===== config.mk =====
export PLATFORM = sky130hd
export DESIGN_NAME = ras_ckpt
export DESIGN_NICKNAME = d
export VERILOG_FILES = /design/src/rtl/ras_ckpt.sv
export SDC_FILE = /design/constraint.sdc
export NUM_CORES = 1
export LEC_CHECK = 0
export CAP_MARGIN = 20
export CORE_ASPECT_RATIO = 0.5
export CORE_UTILIZATION = 60
export DETAILED_ROUTE_END_ITERATION = 10
export DONT_BUFFER_PORTS = 1
export PLACE_DENSITY_LB_ADDON = 0.2
export RECOVER_POWER = 25
export SLEW_MARGIN = 40
export SYNTH_ARGS = -nofsm -noshare
export SYNTH_HDL_FRONTEND = slang
export SYNTH_SLANG_ARGS = --single-unit

===== constraint.sdc =====
create_clock -name clk -period 14.55 [get_ports clk]
set_input_delay 0 -clock clk [delete_from_list [all_inputs] [get_ports clk]]
set_output_delay 0 -clock clk [all_outputs]
set_load 0.01 [all_outputs]

===== src/rtl/ras_ckpt.sv =====
// ras_ckpt: return address stack with tagged checkpoints that repair head, count and a clobbered TOS on mispredict
module ras_ckpt #(
  parameter int PC_BITS    = 32,
  parameter int SIZE       = 16,
  parameter int CKPT_DEPTH = 4
) (
  input  logic                          clk,
  input  logic                          rst_n,
  input  logic                          push,
  input  logic                          pop,
  input  logic [PC_BITS-1:0]            new_entry,
  output logic [PC_BITS-1:0]            pc_out,
  output logic                          is_empty,
  output logic [$clog2(SIZE):0]         count,
  input  logic                          ckpt_alloc,
  output logic                          ckpt_ready,
  output logic [$clog2(CKPT_DEPTH)-1:0] ckpt_id,
  input  logic                          resolve,
  input  logic                          mispredict,
  input  logic [$clog2(CKPT_DEPTH)-1:0] mispredict_id,
  input  logic                          flush_all
);
  localparam int HW = $clog2(SIZE);
  localparam int IW = $clog2(CKPT_DEPTH);
  localparam int EW = PC_BITS - 1;
  localparam logic [HW-1:0] H1    = 1;
  localparam logic [HW:0]   C1    = 1;
  localparam logic [HW:0]   FULL  = (HW+1)'(SIZE);
  localparam logic [IW:0]   CFULL = (IW+1)'(CKPT_DEPTH);
  logic [EW-1:0] stk [SIZE];
  logic [HW-1:0] ck_head [CKPT_DEPTH];
  logic [HW:0]   ck_cnt [CKPT_DEPTH];
  logic [EW-1:0] ck_tos [CKPT_DEPTH];
  logic [HW-1:0] head, r_head;
  logic [HW:0]   cnt, r_cnt;
  logic [IW:0]   wr, rd, held;
  logic [IW-1:0] off;
  logic [EW-1:0] tos;
  logic          mp_ok, alloc_ok, do_res, do_push, do_pop, unused_lsb;
  assign unused_lsb = new_entry[0];
  assign tos        = stk[head - H1];
  assign held       = wr - rd;
  // age of the mispredicted branch relative to the oldest held checkpoint
  assign off        = mispredict_id - rd[IW-1:0];
  assign mp_ok      = mispredict & ~flush_all & ({1'b0, off} < held);
  assign alloc_ok   = ckpt_alloc & ckpt_ready & ~mispredict & ~flush_all;
  assign do_res     = resolve & ~flush_all & (held != '0);
  assign do_push    = push & ~mp_ok;
  assign do_pop     = pop & ~mp_ok & (cnt != '0);
  assign r_head     = ck_head[mispredict_id];
  assign r_cnt      = ck_cnt[mispredict_id];
  assign pc_out     = (cnt != '0) ? {tos, 1'b0} : '0;
  assign is_empty   = cnt == '0;
  assign count      = cnt;
  assign ckpt_ready = held != CFULL;
  assign ckpt_id    = wr[IW-1:0];
  always_ff @(posedge clk or negedge rst_n) begin
    if (!rst_n) begin
      head <= '0;
      cnt  <= '0;
      wr   <= '0;
      rd   <= '0;
    end else begin
      if (mp_ok) begin
        head <= r_head;
        cnt  <= r_cnt;
      end else if (do_push && !do_pop) begin
        head <= head + H1;
        cnt  <= (cnt == FULL) ? cnt : cnt + C1;
      end else if (do_pop && !push) begin
        head <= head - H1;
        cnt  <= cnt - C1;
      end
      rd <= rd + {{IW{1'b0}}, do_res};
      // resolving the very checkpoint being restored leaves the FIFO empty
      wr <= flush_all ? rd :
            mp_ok     ? rd + {1'b0, off} + {{IW{1'b0}}, do_res && off == '0} :
                        wr + {{IW{1'b0}}, alloc_ok};
    end
  end
  always_ff @(posedge clk) begin
    if (mp_ok && r_cnt != '0) stk[r_head - H1] <= ck_tos[mispredict_id];
    else if (do_push) stk[do_pop ? head - H1 : head] <= new_entry[PC_BITS-1:1];
    if (alloc_ok) begin
      ck_head[wr[IW-1:0]] <= head;
      ck_cnt[wr[IW-1:0]]  <= cnt;
      ck_tos[wr[IW-1:0]]  <= tos;
    end
  end
endmodule


# ---- Word level (Yosys, flattened, before mapping)
# Memories as Yosys holds them, arrays and structs flattened.
# Index checks and enable logic that the tools add are counted.
# Widths: inputs -> output; s select.
dict set report word_totals {
  ff_bits 15
  ram_bits 656
  inputBits 42
  out_inout_bits 41
  n_memories 4
}
dict set report op_classes {
  n_addsub 11
  n_lt_le_gt_ge 1
  n_eq_ne 3
  mux 21
  bitwise 13
  n_reduce_logical 14
}
# memory depth width read_ports rd_clocked_by_memory_dff wr line_no
set mem_list {}
lappend mem_list {stk 16 31 1 0 1 30} ;# logic [EW-1:0] stk [SIZE];
lappend mem_list {ck_tos 4 31 1 0 1 33} ;# logic [EW-1:0] ck_tos [CKPT_DEPTH];
lappend mem_list {ck_cnt 4 5 1 0 1 32} ;# logic [HW:0] ck_cnt [CKPT_DEPTH];
lappend mem_list {ck_head 4 4 1 0 1 31} ;# logic [HW-1:0] ck_head [CKPT_DEPTH];
# cell count
set op_table {}
lappend op_table {{$mux 32} 1}
lappend op_table {{$mux 31} 1}
lappend op_table {{$reduce_or 31->1} 1}
lappend op_table {{$mux 4} 5}
lappend op_table {{$mux 5} 4}
lappend op_table {{$and 1x1->1} 10}
lappend op_table {{$reduce_bool 5->1} 2}
lappend op_table {{$add 3x1->3} 3}
lappend op_table {{$mux 1} 8}
lappend op_table {{$sub 4x1->4 const B} 2}
lappend op_table {{$mux 3} 2}
lappend op_table {{$ne 3x3->1 const B} 2}
lappend op_table {{$reduce_bool 3->1} 2}
lappend op_table {{$add 5x1->5 const B} 1}
lappend op_table {{$eq 5x5->1 const B} 1}
lappend op_table {{$logic_not 5->1} 1}
lappend op_table {{$sub 5x1->5 const B} 1}
lappend op_table {{$add 4x1->4 const B} 1}
lappend op_table {{$logic_and 1x1->1} 4}
lappend op_table {{$add 3x2->3} 1}
lappend op_table {{$lt 2x3->1} 1}
lappend op_table {{$not 1->1} 3}
lappend op_table {{$sub 3x3->3} 1}
lappend op_table {{$logic_not 1->1} 2}
lappend op_table {{3 further kinds} 3}

# ---- Logic depth before layout (Yosys ltp)
# Gate-level depths: netlist of the first run.
dict set report logic_depth {
  word_depth 10
  mapped_depth 19
}

# ---- Least setup slack after synthesis of the first run
# No wires, ideal clock.
dict set report synth_path {
  path_kind {register -> register}
  startpoint {reg head[0]}
  endpoint {mem stk[8][0] (netlist bit), enable pin}
  setup_ns 0.497
  arrival_time_ns 5.860
  setup_slack_ns 8.193
  path_stages_with_launch 12
  path_buffers 5
  path_cell_list {dfrtp_1 -> clkbuf_1 -> buf_2 -> clkbuf_1 -> inv_1 -> ha_1 -> clkbuf_1 -> clkbuf_1 -> nand2_1 -> mux2_1 -> mux2_2 -> nor4_1}
}
dict set report synth_between {
  elab_chain_cells 3
}
# item line_no
set synth_lines {}
lappend synth_lines {{start: declaration} 34} ;# logic [HW-1:0] head, r_head;
lappend synth_lines {{start signal: assignment} 65} ;# head <= r_head;
lappend synth_lines {{start signal: assignment} 68} ;# head <= head + H1;
lappend synth_lines {{start signal: assignment} 71} ;# head <= head - H1;
lappend synth_lines {{$sub 4x1->4} 83} ;# else if (do_push) stk[do_pop ? head - H1 : head] <= new_entry[PC_BITS-1:1];
lappend synth_lines {{$mux 4 (*)} 83}
lappend synth_lines {{$mux 4 (no line) (*)} -}
lappend synth_lines {{end: declaration} 30}
# Every way passes the cells marked *; elsewhere a longest branch is shown, timed or not.

# ---- Worst setup path after layout of the first run
dict set report layout_path {
  startpoint {reg head[0]}
  endpoint {out pc_out[13]}
}
dict set report layout_between {
  elab_chain_cells 3
}
# item line_no
set layout_lines {}
lappend layout_lines {{$sub 4x1->4} 41} ;# assign tos = stk[head - H1];
lappend layout_lines {{$mem_v2 16x31} -}
lappend layout_lines {{net tos[12]} 38} ;# logic [EW-1:0] tos;
lappend layout_lines {{$mux 32} 52} ;# assign pc_out = (cnt != '0) ? {tos, 1'b0} : '0;
lappend layout_lines {{end: declaration} 12} ;# output logic [PC_BITS-1:0] pc_out,
# The timed path passes the listed nets, and every way through them passes these cells.

==> results.md, run 1 <==
* Clock Skews at 21.1 ps
* Rel. slew slack at -164%
* Proportion of synthesized area in mux cells at 17.0%
* Routed wl met3 at approximately 4800 µm
* Final nets at 1356
* Post-Synth XOR/XNOR Area at 0.747%
* Critical path, cell by cell: clkbuf_1 -> clkbuf_1 -> clkbuf_1 -> mux4_2 -> mux4_2 -> nor2b_1
* Starting Density at 61.0%
* Most used cell, CP: clkbuf_1
* Synth unique cells at 53
* Failing checks: DRC, hold timing, capacitance limit, slew limit
* Net Sw Frac at 33.4%
* Most used DFF post-synth: edfxtp_1
* Synth Area in Adders at 0.911%
* Critical path startpoint: head[0]$_DFFE_PN0P_
* P_int at 4760 µW
* Number of global-route vias before repair at 12.8k
* Setup TNS at 0 ps
* Critical Path RT at approximately 15000 ps
* Post-Syn Area at 26600 µm²
* Post-CTS Setup Bufs at 0
* Vias/cell at roughly 6.6
* Grt ovf at 0
* Critical path peak fanout at 36
* Routed length on met1 at 23100 µm
* Clock latency on the worst-skew pair at 610 ps
* R2R Path End: stk[12][12]$_DFFE_PP_
* FILL cells at 2641
* Status: complete, but fails checks
* RSZ-0062 raised after global routing: false
* Worst R2R Start: head[0]$_DFFE_PN0P_
* Vias at 12.7k
* Die Y at 151 µm
* Post-Synth Simple-Gate Area at approximately 3.3%
* Clk buf depth at 3
* Area Growth Syn to Fin at 10.9%
* CTS buffer count at 54
* Crit start category: flop
* Fin crit share at 52.9%
* GRT Overall Usage at 25.1%
* EDFF count, synth at 656
* First-pass GRT wire length at 81600 µm
* Power Density at 242 nW/µm²
* CTS tree: yes
* Combinational power share at a little under two fifths
* Worst R2R Path Depth at 7
* Port Buffers at 0
* Synth Area in Compound Gates at 1.36%
* WP buf/inv at 3
* Yosys warnings at 0
* Avg Inst Size Synth at roughly 21 µm²
* Measured slew at the worst slew-check pin at 3960 ps
* Gpl congestion at 0.762
* Final Hold Fails at 16
* CTS root buf: clkbuf_16
* Initial antenna violation count at 0
* Cell leakage power at 0.00943 µW
* DP Area at about 28000 µm²
* Pin count of the biggest net entering global routing at 53
* Sequential share of power at 42.5%
* Clock sink total at 671
* Synthesized Nets at 1299
* Hold_ws at -18.7 ps
* Maxcap violations at 8
* Worst VDD drop at 0.000174 V
* Post-synth ARST share at 2.24%
* Switch Pwr at 2390 µW
* Iter 0 DRT Violations at 1342
* Sequential area share after synthesis at 75.3%
* IO Count at 83
* Crit Path Class: reg -> out
* Slew Limit Fails at 294
* Critical path endpoint category: output port
* Worst hold path class: in -> reg
* DRT Pass-1 Iters at 10
* Setup violators final at 0
* Largest family of logic cells by synthesized area: multiplexers
* Min Tclk post-route at 7700 ps
* Hold Path Depth at 2
* Critical hold path startpoint: new_entry[24]
* Row cnt at between 50 and 60
* WHS Endpoint: stk[1][23]$_DFFE_PP_
* Mapped Cells at 1241
* CTS H-tree lvls at 2
* Register-to-register setup slack at 7040 ps
* Yosys reg bits at 671
* DRT Wirelength at around 55000 µm
* Routed WL per cell at 28.6 µm
* Fraction of layout instances using a drive strength above 1 at 25.0%
* DR top layer: met4
* Clk slew on worst S/H paths at 70 ps
* Max frequency at 130 MHz
* Slowest cell on crit path: clkbuf_1
* DP HPWL at 29700 µm
* Die Width at around 300 µm
* Routed Antenna Nets at 0
* Clock Power Share at 20.1%
* Final instance area at 29500 µm²
* Core area at 43700 µm²
* Family with the most delay on the worst path: buffers and inverters
* WP data arrival at 7700 ps
* Slowest stage delay, CP at 2180 ps
* Die Area at 45300 µm²
* Metal2 WL at 26700 µm
* Remaining DRCs at 2
[area by class of cell]
class	count	area, µm²	area share [%]
sequential	671	20100	67.9
multi-input combinational	487	6390	21.6
clock buffer	71	1440	4.86
tap	588	736	2.49
timing repair buffer	66	573	1.94
clock inverter	30	274	0.927
inverter	18	67.6	0.229
antenna	1	2.50	0.00847
[state kept, by name (all words and copies together) (netlist names)]
signal	count
rd	3
head	4
ck_head	16
ck_tos	124
count	5
wr	3
ck_cnt	20
stk	496
[synthesized netlist by cell type, drive strengths merged, types with 13 or more instances]
| cell | n | area (µm²) |
|---|---|---|
| buf | 31 | 159 |
| o21ai | 13 | 65.1 |
| dfrtp | 15 | 375 |
| edfxtp | 656 | 19700 |
| nor3 | 14 | 80.1 |
| nand2 | 109 | 409 |
| mux4 | 195 | 4390 |
| ha | 13 | 163 |
| inv | 17 | 63.8 |
| xnor2 | 16 | 140 |
| clkbuf | 34 | 128 |
| nor2b | 34 | 213 |
[cells by family after synthesis]
family          after synthesis
compound gates               52
xor+xnor                     21
fa+ha+maj                    18
buf+inv                      83
flops                       671
mux                         208
other cells                   1
simple gates                187
[timing repair]
action                    CTS  global route
hold endpoints to repair  236            16
resized for setup           0             0
hold buffers               24             2
[routing by layer]
| layer | up-vias | track usage, % |
|---|---|---|
| li1 | 5240 | - |
| met1 | 6751 | 37.7 |
| met2 | 590 | 39.8 |
| met3 | 74 | 4.10 |
| met4 | 0 | 4.97 |
| met5 | - | 0 |
[worst max-delay path by stage]
| stage | slack, ps | endpoint | cells past startpoint |
|---|---|---|---|
| 2_1_floorplan | 8190 | stk[8][0]$_DFFE_PP_ | 11 |
| 3_3_place_gp | 9450 | stk[13][8]$_DFFE_PP_ | 11 |
| 3_5_place_dp | 9730 | stk[13][12]$_DFFE_PP_ | 10 |
| 4_1_cts | 9060 | count[4]$_DFFE_PN0P_ | 19 |
| 5_1_grt | 5850 | pc_out[17] | 6 |
| 6_report | 6850 | pc_out[13] | 6 |
[layout by cell type (no fill, tap or decap), types with 4 or more instances in the layout]
| master | instances |
|---|---|
| edfxtp_1 | 656 |
| mux4_2 | 195 |
| nand2_1 | 109 |
| clkbuf_16 | 55 |
| nor2b_1 | 34 |
| buf_4 | 27 |
| clkbuf_1 | 26 |
| dlygate4sd3_1 | 25 |
| inv_1 | 17 |
| xnor2_1 | 15 |
| dfrtp_1 | 15 |
| ha_1 | 13 |
| o21ai_0 | 12 |
| clkinv_2 | 11 |
| mux2i_1 | 10 |
| nor3_2 | 9 |
| clkinv_1 | 9 |
| a31oi_1 | 8 |
| nor2_1 | 6 |
| nor4_2 | 6 |
| nor3_1 | 5 |
| nand2b_1 | 4 |
| xor2_1 | 4 |
| bufinv_16 | 4 |
[power groups by stage]
stage          Clock [µW]  Combinational [µW]  Sequential (µW)
2_1_floorplan           0                1910             3030
3_3_place_gp            0                2500             3080
3_5_place_dp            0                2660             3080
4_1_cts              1450                2690             3040
5_1_grt              1520                2860             3070
6_report             1440                2670             3040
[through the flow]
stage / setup slack [ps] / std cells / util [%] / power, µW / hold WS, ps
after global placement: 9450 / 1798 / 63.0 / 5580 / -295
final: 6850 / 1932 / 67.6 / 7150 / -18.7
after floorplan: 8190 / 1241 / - / 4940 / -296
after CTS: 9060 / 1929 / 67.7 / 7180 / 1.84
after detailed placement: 9730 / 1804 / 63.3 / 5730 / -295
after global routing: 5850 / 1931 / 67.6 / 7450 / 26.9
Note: power is estimated with default switching activity, not from simulation.
==> inputs of run 2 (changes only) <==
--- a/config.mk
+++ b/config.mk
@@ -7,7 +7,7 @@
 export LEC_CHECK = 0
 export CAP_MARGIN = 20
 export CORE_ASPECT_RATIO = 0.5
-export CORE_UTILIZATION = 60
+export CORE_UTILIZATION = 57
 export DETAILED_ROUTE_END_ITERATION = 10
 export DONT_BUFFER_PORTS = 1
 export PLACE_DENSITY_LB_ADDON = 0.2
==> constraint.sdc (replaced) <==
create_clock -name clk -period 6.82 [get_ports clk]
set_input_delay 0 -clock clk [delete_from_list [all_inputs] [get_ports clk]]
set_output_delay 0 -clock clk [all_outputs]
set_load 0.01 [all_outputs]
==> run 2 against run 1 <==
Compared with the run above:
- the flow finishes with violations (hold timing, capacitance limit, slew limit)
- cell count increased by 2.1%
- power increased by 110%
- sequential share of layout area decreased by 0.33 points
- largest cell class unchanged
==> results.md, run 2 (synthesis gave the netlist of run 1 again) <==
* Status: complete, but fails checks
* Failing checks: hold timing, capacitance limit, slew limit
* Die Width at 308 µm
* Grt ovf at 0
* Worst VDD drop at 0.000379 V
* Starting Density at 58.4%
* Fin crit share at 86.9%
* GRT Overall Usage at between 20% and 30%
* Final Hold Fails at 16
* Row cnt at between 50 and 60
* Cell leakage power at approximately 0.0095 µW
* Remaining DRCs at 0
* Critical Path RT at 7350 ps
* Clock sink total at 671
* Initial antenna violation count at 1
* Critical path peak fanout at 32
* Resized Gates After CTS at 0
* Setup violators final at 0
* Max reg flops at 496
* Rel. slew slack at -117%
* Clk buf depth at 3
* CTS buffer count at 55
* Fraction of layout instances using a drive strength above 1 at 25.2%
* Routed WL per cell at 28.0 µm
* Port Buffers at 0
* Vias/cell at 6.34
* Worst hold path class: in -> reg
* Met2 usage at 37.0%
* Critical path endpoint category: flop
* WP data arrival at ~6500 ps
* Met3 Use GR at 4.63%
* Final Core Density at 65.1%
* First-pass GRT wire length at 82700 µm
* Routed Antenna Nets at 0
* CTS root buf: clkbuf_16
* Die Y at 155 µm
* IO Count at 83
* Commonest cells after routing, fill and taps aside: 656 x edfxtp_1, 195 x mux4_2, 109 x nand2_1
* Most common cell after layout, fill and taps aside: edfxtp_1
* Clock Skews at 22.2 ps
* Gpl congestion at between 0.7 and 0.8
* Hold_ws at -8.07 ps
* Die Area at roughly 48000 µm²
* Measured slew at the worst slew-check pin at ~3300 ps
* Area Growth Syn to Fin at 11.4%
* Met1 GRT Util at a little over a third
* Crit start category: flop
* Maxcap violations at 6
* Iter 0 DRT Violations at 1365
* Setup TNS at 0 ps
* Clk slew on worst S/H paths at roughly 70 ps
* CTS H-tree lvls at 2
* DRT Pass-1 Iters at 5
* Max frequency at approximately 170 MHz
* Register-to-register setup slack at 890 ps
* DRT Wirelength at 55100 µm
* Slew Limit Fails at slightly below 200
* Grt peak-use layer: met2
* RSZ-0062 raised after global routing: false
* Power Density at 512 nW/µm²
* Core area at 45600 µm²
* Clock latency on the worst-skew pair at 610 ps
* Number of global-route vias before repair at between 10k and 15k
* Min Tclk post-route at 5930 ps
* FILL cells at 2923
* Vias at 12.5k
* Pin count of the biggest net entering global routing at between 80 and 90
* DP HPWL at 29400 µm
* Final nets at 1358
* CTS tree: yes
* Crit Path Class: reg -> reg
* Most flops, register: stk
==> run 2: layer usage <==
layer	up-vias	wire, µm
met1	6742	23900
met5	-	0
li1	5238	-
met4	0	557
met2	475	26200
met3	56	4480
==> run 2: repair_timing <==
action | in CTS | in global routing
hold endpoints to repair | 306 | 15
hold buffers | 29 | 1
setup buffers | 0 | 0
==> run 2: power by group <==
part           internal [µW]  switching [µW]  leakage (µW)  total (µW)
logic                   2310            3330       0.00251        5640
clock network           1650            1410      0.000845        3050
registers               6210             309       0.00613        6520
total                  10200            5040       0.00949       15200
==> run 2: layout make-up <==
cell class | count | area [µm²] | area share, %
flip-flops and latches | 671 | 20100 | 67.6
well taps | 627 | 785 | 2.64
multi-input cells | 487 | 6380 | 21.5
diodes | 1 | 2.50 | 0.00843
clock inverters | 30 | 230 | 0.775
repair buffers | 67 | 676 | 2.28
inverters | 18 | 67.6 | 0.228
clock buffers | 72 | 1480 | 4.99
==> run 2: final timing paths <==
check                                start  depth (start not counted)                    to
max                        wr[0]$_DFF_PN0_                         18  count[4]$_DFFE_PN0P_
min                           new_entry[1]                          2   stk[0][0]$_DFFE_PP_
max reg2reg                wr[0]$_DFF_PN0_                         18  count[4]$_DFFE_PN0P_
min reg2reg                rd[2]$_DFF_PN0_                          1       rd[2]$_DFF_PN0_
max in group asynchronous            rst_n                          3       wr[1]$_DFF_PN0_
min in group asynchronous            rst_n                          3  count[2]$_DFFE_PN0P_
==> run 2: critical path, cell delays in order, from the launching register on <==
cell           delay [ps]
dfrtp_1               460
inv_1                 140
ha_1                  170
inv_1                  50
fa_1                  510
inv_1                  60
ha_1                  300
a211oi_1              180
nor3_1                800
buf_4                 610
nand2_1               250
ha_1                  370
nor2b_1               150
o21ai_0               230
a32o_1                220
nand2_1                70
dlygate4sd3_1         570
a31oi_1               140
dlygate4sd3_1         560
==> run 2: through the flow <==
step	cells	cell area, µm²	power (µW)	setup WS (ps)	hold slack (ps)
final	1973	29700	15200	894	-8.07
after global routing	1973	29700	15900	551	32.2
after CTS	1970	29700	15300	1250	5.51
after detailed placement	1839	27700	12200	2270	-295
after global placement	1834	27600	11900	2370	-295
after floorplan	1241	26600	10500	463	-296
